===== src/rtl/cu_command_arbiter_rr.sv =====
// cu_command_arbiter_rr: round-robin arbiter that shares one AFU command slot
// between the CU command sources (0 vertex ctrl, 1 edge read, 2 edge write,
// 3 prefetch). It limits outstanding commands with a credit counter that is
// refilled by returned responses. The output is one registered stage.
// Optional macro CU_ARB_PERF_COUNTERS_EN adds grant/stall/credit-block counters.
//
// Handshake: a source transfers when req_valid[i] & req_ready[i] are both high
// in the same cycle. The source holds req_cmd slice i stable until that transfer.
// On the output side, cmd_out is consumed when cmd_out_valid & cmd_out_ready are
// both high. cmd_out and cmd_out_id stay stable while cmd_out_valid is high and
// cmd_out_ready is low.
module cu_command_arbiter_rr #(
  parameter int NUM_REQUESTERS = 4,
  parameter int CMD_WIDTH      = 128,
  parameter int MAX_CREDITS    = 64,
  parameter int CREDIT_BITS    = $clog2(MAX_CREDITS) + 1
) (
  input  logic                                clock,
  input  logic                                rstn,
  input  logic                                enabled_in,
  input  logic [NUM_REQUESTERS-1:0]           req_valid,
  input  logic [NUM_REQUESTERS*CMD_WIDTH-1:0] req_cmd,
  output logic [NUM_REQUESTERS-1:0]           req_ready,
  output logic                                cmd_out_valid,
  output logic [CMD_WIDTH-1:0]                cmd_out,
  output logic [$clog2(NUM_REQUESTERS)-1:0]   cmd_out_id,
  input  logic                                cmd_out_ready,
  input  logic                                rsp_valid,
  output logic [CREDIT_BITS-1:0]              credits_avail,
  output logic                                credit_error,
  output logic [1:0]                          dbg_state
`ifdef CU_ARB_PERF_COUNTERS_EN
  ,
  output logic [NUM_REQUESTERS*32-1:0]        grant_count,
  output logic [31:0]                         stall_cycles,
  output logic [31:0]                         credit_block_cycles
`endif
);

  localparam int IDW = $clog2(NUM_REQUESTERS);
  localparam logic [CREDIT_BITS-1:0] MAXC = CREDIT_BITS'(MAX_CREDITS);

  typedef enum logic [1:0] {
    S_IDLE  = 2'd0,
    S_ARB   = 2'd1,
    S_STALL = 2'd2
  } state_t;

  state_t                 r_state;
  state_t                 w_next_state;
  logic                   r_valid;
  logic [CMD_WIDTH-1:0]   r_cmd;
  logic [IDW-1:0]         r_id;
  logic [IDW-1:0]         r_ptr;
  logic [CREDIT_BITS-1:0] r_credits;
  logic                   r_err;

  logic                   w_slot_free;
  logic                   w_drain;
  logic                   w_sel_found;
  logic                   w_grant;
  logic [IDW-1:0]         w_sel;
  logic [IDW-1:0]         w_idx;
  logic [IDW-1:0]         w_ptr_next;

  // The slot can take a new command if it is empty or drains this cycle.
  assign w_slot_free = !r_valid || cmd_out_ready;
  assign w_drain     = r_valid && cmd_out_ready;

  // STALL with cmd_out_ready high is the release cycle. The freed slot is refilled there without a bubble.
  assign w_grant = (r_state != S_IDLE) && enabled_in && (r_credits != '0) &&
                   w_slot_free && w_sel_found;

  assign w_ptr_next = (w_sel == IDW'(NUM_REQUESTERS - 1)) ? '0 : w_sel + IDW'(1);

  // Pick the first valid source at or after the pointer, wrapping around.
  always_comb begin
    w_sel       = '0;
    w_idx       = '0;
    w_sel_found = 1'b0;
    for (int k = 0; k < NUM_REQUESTERS; k++) begin
      w_idx = IDW'((int'(r_ptr) + k) % NUM_REQUESTERS);
      if (!w_sel_found && req_valid[w_idx]) begin
        w_sel       = w_idx;
        w_sel_found = 1'b1;
      end
    end
  end

  // FSM state register.
  always_ff @(posedge clock or negedge rstn) begin
    if (!rstn) r_state <= S_IDLE;
    else       r_state <= w_next_state;
  end

  // FSM next-state logic.
  always_comb begin
    w_next_state = r_state;
    case (r_state)
      S_IDLE:  if (enabled_in) w_next_state = S_ARB;
      S_ARB: begin
        if (r_valid && !cmd_out_ready) w_next_state = S_STALL;
        else if (!enabled_in)          w_next_state = S_IDLE;
      end
      S_STALL: if (cmd_out_ready) w_next_state = enabled_in ? S_ARB : S_IDLE;
      default: w_next_state = S_IDLE;
    endcase
  end

  // FSM outputs: one-hot accept for the selected source only when granting.
  always_comb begin
    req_ready = w_grant ? (NUM_REQUESTERS'(1) << w_sel) : '0;
    dbg_state = r_state;
  end

  // Output stage and round-robin pointer. A drain with no new grant empties the slot.
  always_ff @(posedge clock or negedge rstn) begin
    if (!rstn) begin
      r_valid <= 1'b0;
      r_cmd   <= '0;
      r_id    <= '0;
      r_ptr   <= '0;
    end else if (w_grant) begin
      r_valid <= 1'b1;
      r_cmd   <= req_cmd[w_sel*CMD_WIDTH +: CMD_WIDTH];
      r_id    <= w_sel;
      r_ptr   <= w_ptr_next;
    end else if (w_drain) begin
      r_valid <= 1'b0;
    end
  end

  // Credit counter. A response with nothing outstanding is flagged and does not change the count.
  always_ff @(posedge clock or negedge rstn) begin
    if (!rstn) begin
      r_credits <= MAXC;
      r_err     <= 1'b0;
    end else if (w_grant && !rsp_valid) begin
      r_credits <= r_credits - CREDIT_BITS'(1);
    end else if (!w_grant && rsp_valid) begin
      if (r_credits == MAXC) r_err     <= 1'b1;
      else                   r_credits <= r_credits + CREDIT_BITS'(1);
    end
  end

  assign cmd_out_valid = r_valid;
  assign cmd_out       = r_cmd;
  assign cmd_out_id    = r_id;
  assign credits_avail = r_credits;
  assign credit_error  = r_err;

`ifdef CU_ARB_PERF_COUNTERS_EN
  logic [NUM_REQUESTERS*32-1:0] r_grant_count;
  logic [31:0]                  r_stall_cycles;
  logic [31:0]                  r_credit_block_cycles;

  // Performance counters, free-running and wrapping at 2^32.
  always_ff @(posedge clock or negedge rstn) begin
    if (!rstn) begin
      r_grant_count         <= '0;
      r_stall_cycles        <= '0;
      r_credit_block_cycles <= '0;
    end else begin
      for (int i = 0; i < NUM_REQUESTERS; i++) begin
        if (w_grant && (w_sel == IDW'(i)))
          r_grant_count[i*32 +: 32] <= r_grant_count[i*32 +: 32] + 32'd1;
      end
      if (r_state == S_STALL)
        r_stall_cycles <= r_stall_cycles + 32'd1;
      if ((r_state == S_ARB) && (|req_valid) && (r_credits == '0))
        r_credit_block_cycles <= r_credit_block_cycles + 32'd1;
    end
  end

  assign grant_count         = r_grant_count;
  assign stall_cycles        = r_stall_cycles;
  assign credit_block_cycles = r_credit_block_cycles;
`endif

endmodule


===== config.mk =====
export PLATFORM = sky130hd
export DESIGN_NAME = cu_command_arbiter_rr
export DESIGN_NICKNAME = d
export VERILOG_FILES = /design/src/rtl/cu_command_arbiter_rr.sv
export SDC_FILE = /design/constraint.sdc
export NUM_CORES = 1
export LEC_CHECK = 0
export CAP_MARGIN = 20
export CELL_PAD_IN_SITES_DETAIL_PLACEMENT = 1
export CELL_PAD_IN_SITES_GLOBAL_PLACEMENT = 1
export CORE_AREA = 10 10 248 250
export CTS_CLUSTER_SIZE = 40
export DETAILED_ROUTE_END_ITERATION = 16
export DIE_AREA = 0 0 258 260
export PLACE_DENSITY_LB_ADDON = 0.1
export SYNTH_ARGS = -nofsm -noshare
export SYNTH_HDL_FRONTEND = slang
export SYNTH_SLANG_ARGS = --single-unit

===== constraint.sdc =====
create_clock -name clock -period 3.33 [get_ports clock]
set_clock_uncertainty 0.05 [all_clocks]
set_input_delay 0.4995 -clock clock [delete_from_list [all_inputs] [get_ports clock]]
set_output_delay 0.4995 -clock clock [all_outputs]
set_load 0.05 [all_outputs]

==> results of run 1 <==
==> path summary, 6_finish.rpt <==
| check | startpoint | to | slack [ns] | cells after the start |
|---|---|---|---|---|
| max in group asynchronous | rstn | cmd_out[93] | 1.99 | 3 |
| min reg2reg | credit_error | credit_error | 0.43 | 1 |
| max | credits_avail[2] | credits_avail[6] | 0.30 | 13 |
| max reg2reg | credits_avail[2] | credits_avail[6] | 0.30 | 13 |
| min in group asynchronous | rstn | cmd_out[31] | 0.51 | 2 |
| min | credit_error | credit_error | 0.43 | 1 |
==> layout by cell type, fill, tap and decap left out, types with 5 or more instances in the layout <==
cell / netlist / final
o221ai_2: 109 / 109
o21ai_0: 10 / 10
dfrtp_1: 142 / 142
inv_1: 9 / 9
diode_2: 0 / 5
buf_4: 8 / 48
ha_1: 11 / 10
clkbuf_16: 0 / 17
o221ai_1: 19 / 19
clkdlybuf4s50_1: 0 / 660
mux2i_1: 258 / 258
buf_12: 0 / 20
a21oi_1: 6 / 5
nand2_1: 140 / 140
==> Yosys cell counts <==
cell type | instances | area share [%]
mux2i_1 | 258 | 27
dfrtp_1 | 142 | 37
nand2_1 | 140 | 5.5
o221ai_2 | 109 | 17
buf_2 | 28 | 1.5
buf_6 | 27 | 3.2
o221ai_1 | 19 | 1.7
ha_1 | 11 | 1.4
o21ai_0 | 10 | 0.52
inv_1 | 9 | 0.35
buf_4 | 8 | 0.63
clkbuf_1 | 7 | 0.27
a21oi_1 | 6 | 0.31
and2_1 | 4 | 0.26
nor2_1 | 4 | 0.16
a21o_1 | 3 | 0.23
and3_1 | 3 | 0.20
o21a_1 | 3 | 0.23
a31o_2 | 2 | 0.18
buf_1 | 2 | 0.078
nand2_2 | 2 | 0.13
nand2b_1 | 2 | 0.13
nor2b_1 | 2 | 0.13
nor3_1 | 2 | 0.10
nor4_1 | 2 | 0.13
xnor2_1 | 2 | 0.18
xor2_1 | 2 | 0.18
a221oi_1 | 1 | 0.091
clkinv_2 | 1 | 0.052
dfstp_2 | 1 | 0.27
fa_1 | 1 | 0.21
inv_2 | 1 | 0.039
mux2_2 | 1 | 0.12
nand2_4 | 1 | 0.12
o22ai_1 | 1 | 0.065
o31a_1 | 1 | 0.091
o31ai_1 | 1 | 0.078
or3_1 | 1 | 0.065
or3_4 | 1 | 0.12
or4_1 | 1 | 0.078
==> state kept, by name, indices dropped and copies added (netlist names) <==
name,flops
cmd_out,128
credits_avail,7
cmd_out_id,2
dbg_state,2
r_ptr,2
cmd_out_valid,1
credit_error,1
==> through the flow <==
stage / hold WS, ns / cell area, um^2 / TNS (ns) / utilization, % / setup slack (ns)
2_1_floorplan: 0.154 / 9600 / 0 / - / 0.0916
3_3_place_gp: 0.406 / 17400 / -0.271 / 31.0 / -0.195
3_5_place_dp: 0.420 / 17400 / -0.305 / 31.0 / -0.238
4_1_cts: 0.439 / 18000 / 0 / 32.0 / 0.143
5_1_grt: 0.455 / 18000 / 0 / 32.0 / 0.0651
6_report: 0.431 / 18000 / 0 / 32.0 / 0.300
==> metal layers <==
metal  track usage, %  wire length (um)  vias up
met3             6.16              4080       39
li1                 -                 -     4492
met5                0                36        -
met1             17.0             21100     4710
met2             31.0             31300      305
met4             3.79               586        6
==> logic make-up after synthesis <==
group / synth area share (%)
adder cells (fa/ha/maj): 1.64
AND/OR/NAND/NOR: 7.09
XOR/XNOR: 0.365
flip-flops: 37.3
buffers and inverters: 6.04
multiplexers: 27.0
AO/OA/AOI/OAI: 20.6
==> power breakdown <==
group	leakage (nW)	total (mW)	internal, mW	switching (mW)
registers	1.78	3.02	2.54	0.484
logic	5.23	9.42	3.67	5.76
clock network	0.282	2.01	1.17	0.840
==> timing repair <==
item,CTS,global route
gates resized for setup,0,2
endpoints found under the hold margin,42,0
buffers inserted,0,0
hold buffers,1,0
setup endpoints to repair,0,1
==> cell type report <==
class | count | area (um^2) | share of cell area [%]
clock inverters | 6 | 82.6 | 0.458
flip-flops and latches | 143 | 3580 | 19.8
repair buffers | 730 | 7390 | 41.0
inverters | 11 | 42.5 | 0.236
well taps | 756 | 946 | 5.24
clock buffers | 24 | 492 | 2.73
diodes | 5 | 12.5 | 0.0694
multi-input cells | 596 | 5490 | 30.4
==> reports/metrics.csv, run 1 <==
stage,metric,value,unit
die,core-area,0.0563,mm^2
final_layout,layout.nets,2032,
clock_tree,cts-root-buf,clkbuf_16,
global_routing,antenna_found_initial,7,
synth,ys_seq_elements,143,
synth,yosysWarnings,0,
routing,routed_wl,57.1,mm
power_and_ir_drop,powerDensity,801,mW/mm^2
worst_setup_path,endpoint_kind,flop,
placed_design,io_buffer_count,665,
clock_tree,cts_tree,yes,
worst_setup_path,crit_path_start_kind,flop,
clock_tree,clock-sinks,143,
power_and_ir_drop,vdd_drop_max,374,uV
final_layout,area_delta_synth_final,87.8,%
final_layout,fillers,6324,
worst_setup_path,crit_required,3.67,ns
die,initial_core_util,17.1,%
synth,avgSynthCellArea,11.7,um^2
worst_setup_path,path_cells,nor4_2 > and3_1 > nand2_1 > nand2_4 > inv_2 > ha_2 > ha_1 > nor2b_1 > o31a_1 > o21a_1 > or4_1 > a21oi_1 > a221oi_1,
min_path,hp-class,flop to flop,
worst_setup_path,path_buf_inv,1,
final_layout,drive_above_1_share,14.4,%
flow_run,max-cap-violations,0,
die,dieArea,0.0671,mm^2
worst_setup_path,cp_max_fo,6,
sta,fin_crit,3.03,ns
die,io_pins,666,
routing,wl_per_cell,25.2,um
synth,ys_types,40,
placed_design,placed_cells,2235,
die,core.rowCount,87,
placed_design,dpl.hpwl,46.7,mm
sta,slew_viol_final,0,
routing,dr.pass1.iters,4,
power_and_ir_drop,p_leak,7.30,nW
status,outcome,"finished, final reports clean",
die,die_w,258,um
synth,syn_inst,822,
routing,drt_iter0_markers,266,
routing,drc,0,
worst_setup_path,cp_slowest_cell,dfrtp_1,
global_routing,overflow,0,
clock_tree,clk_latency,0.48,ns
clock_tree,cts_max_path_buffers,2,
power_and_ir_drop,p_total,14.5,mW
global_routing,grt_pass1_vias,10796,
worst_setup_path,worstPathArrival,3.37,ns
routing,drtAntennaViolNets,0,
global_routing,grt_pass1_wl,80.1,mm
global_routing,grt_max_degree,53,
worst_setup_path,crit_family,simple AND/OR/NAND/NOR gates,
synth,synthesis.area,0.00960,mm^2
clock_tree,numCtsBuffers,17,
clock_tree,clk_pin_slew_worst_paths,0.06,ns
final_layout,final_cells,2271,
routing,avgViaCountPerCell,4.21,
sta,tightest_slew,0.683,ns
worst_setup_path,critPathMaxStageDelay,0.44,ns
synth,syn_nets,1355,
sta,period_share,91.0,%
die,die-height,260,um
sta,finalSetupViolCount,0,
placed_design,gp_congestion,0.802,
global_routing,grt_usage,16.5,%
sta,finalHoldViolations,0,
sta,rsz0062_at_grt,no,
routing,vias,9552,
worst_setup_path,worst-setup-path-type,flop to flop,
clock_tree,cts_htree_levels,4,
sta,slew_headroom,54.4,%
synth,ys_seq_area_share,37.3,%
sta,max_freq,330,MHz
Note: power is estimated with default switching activity, not from simulation.
==> inputs of run 2 (changes only) <==
- SLEW_MARGIN: unset -> 20
==> results of run 2 <==
Same layout as run 1: the final DEF is identical, and so are final timing and power.
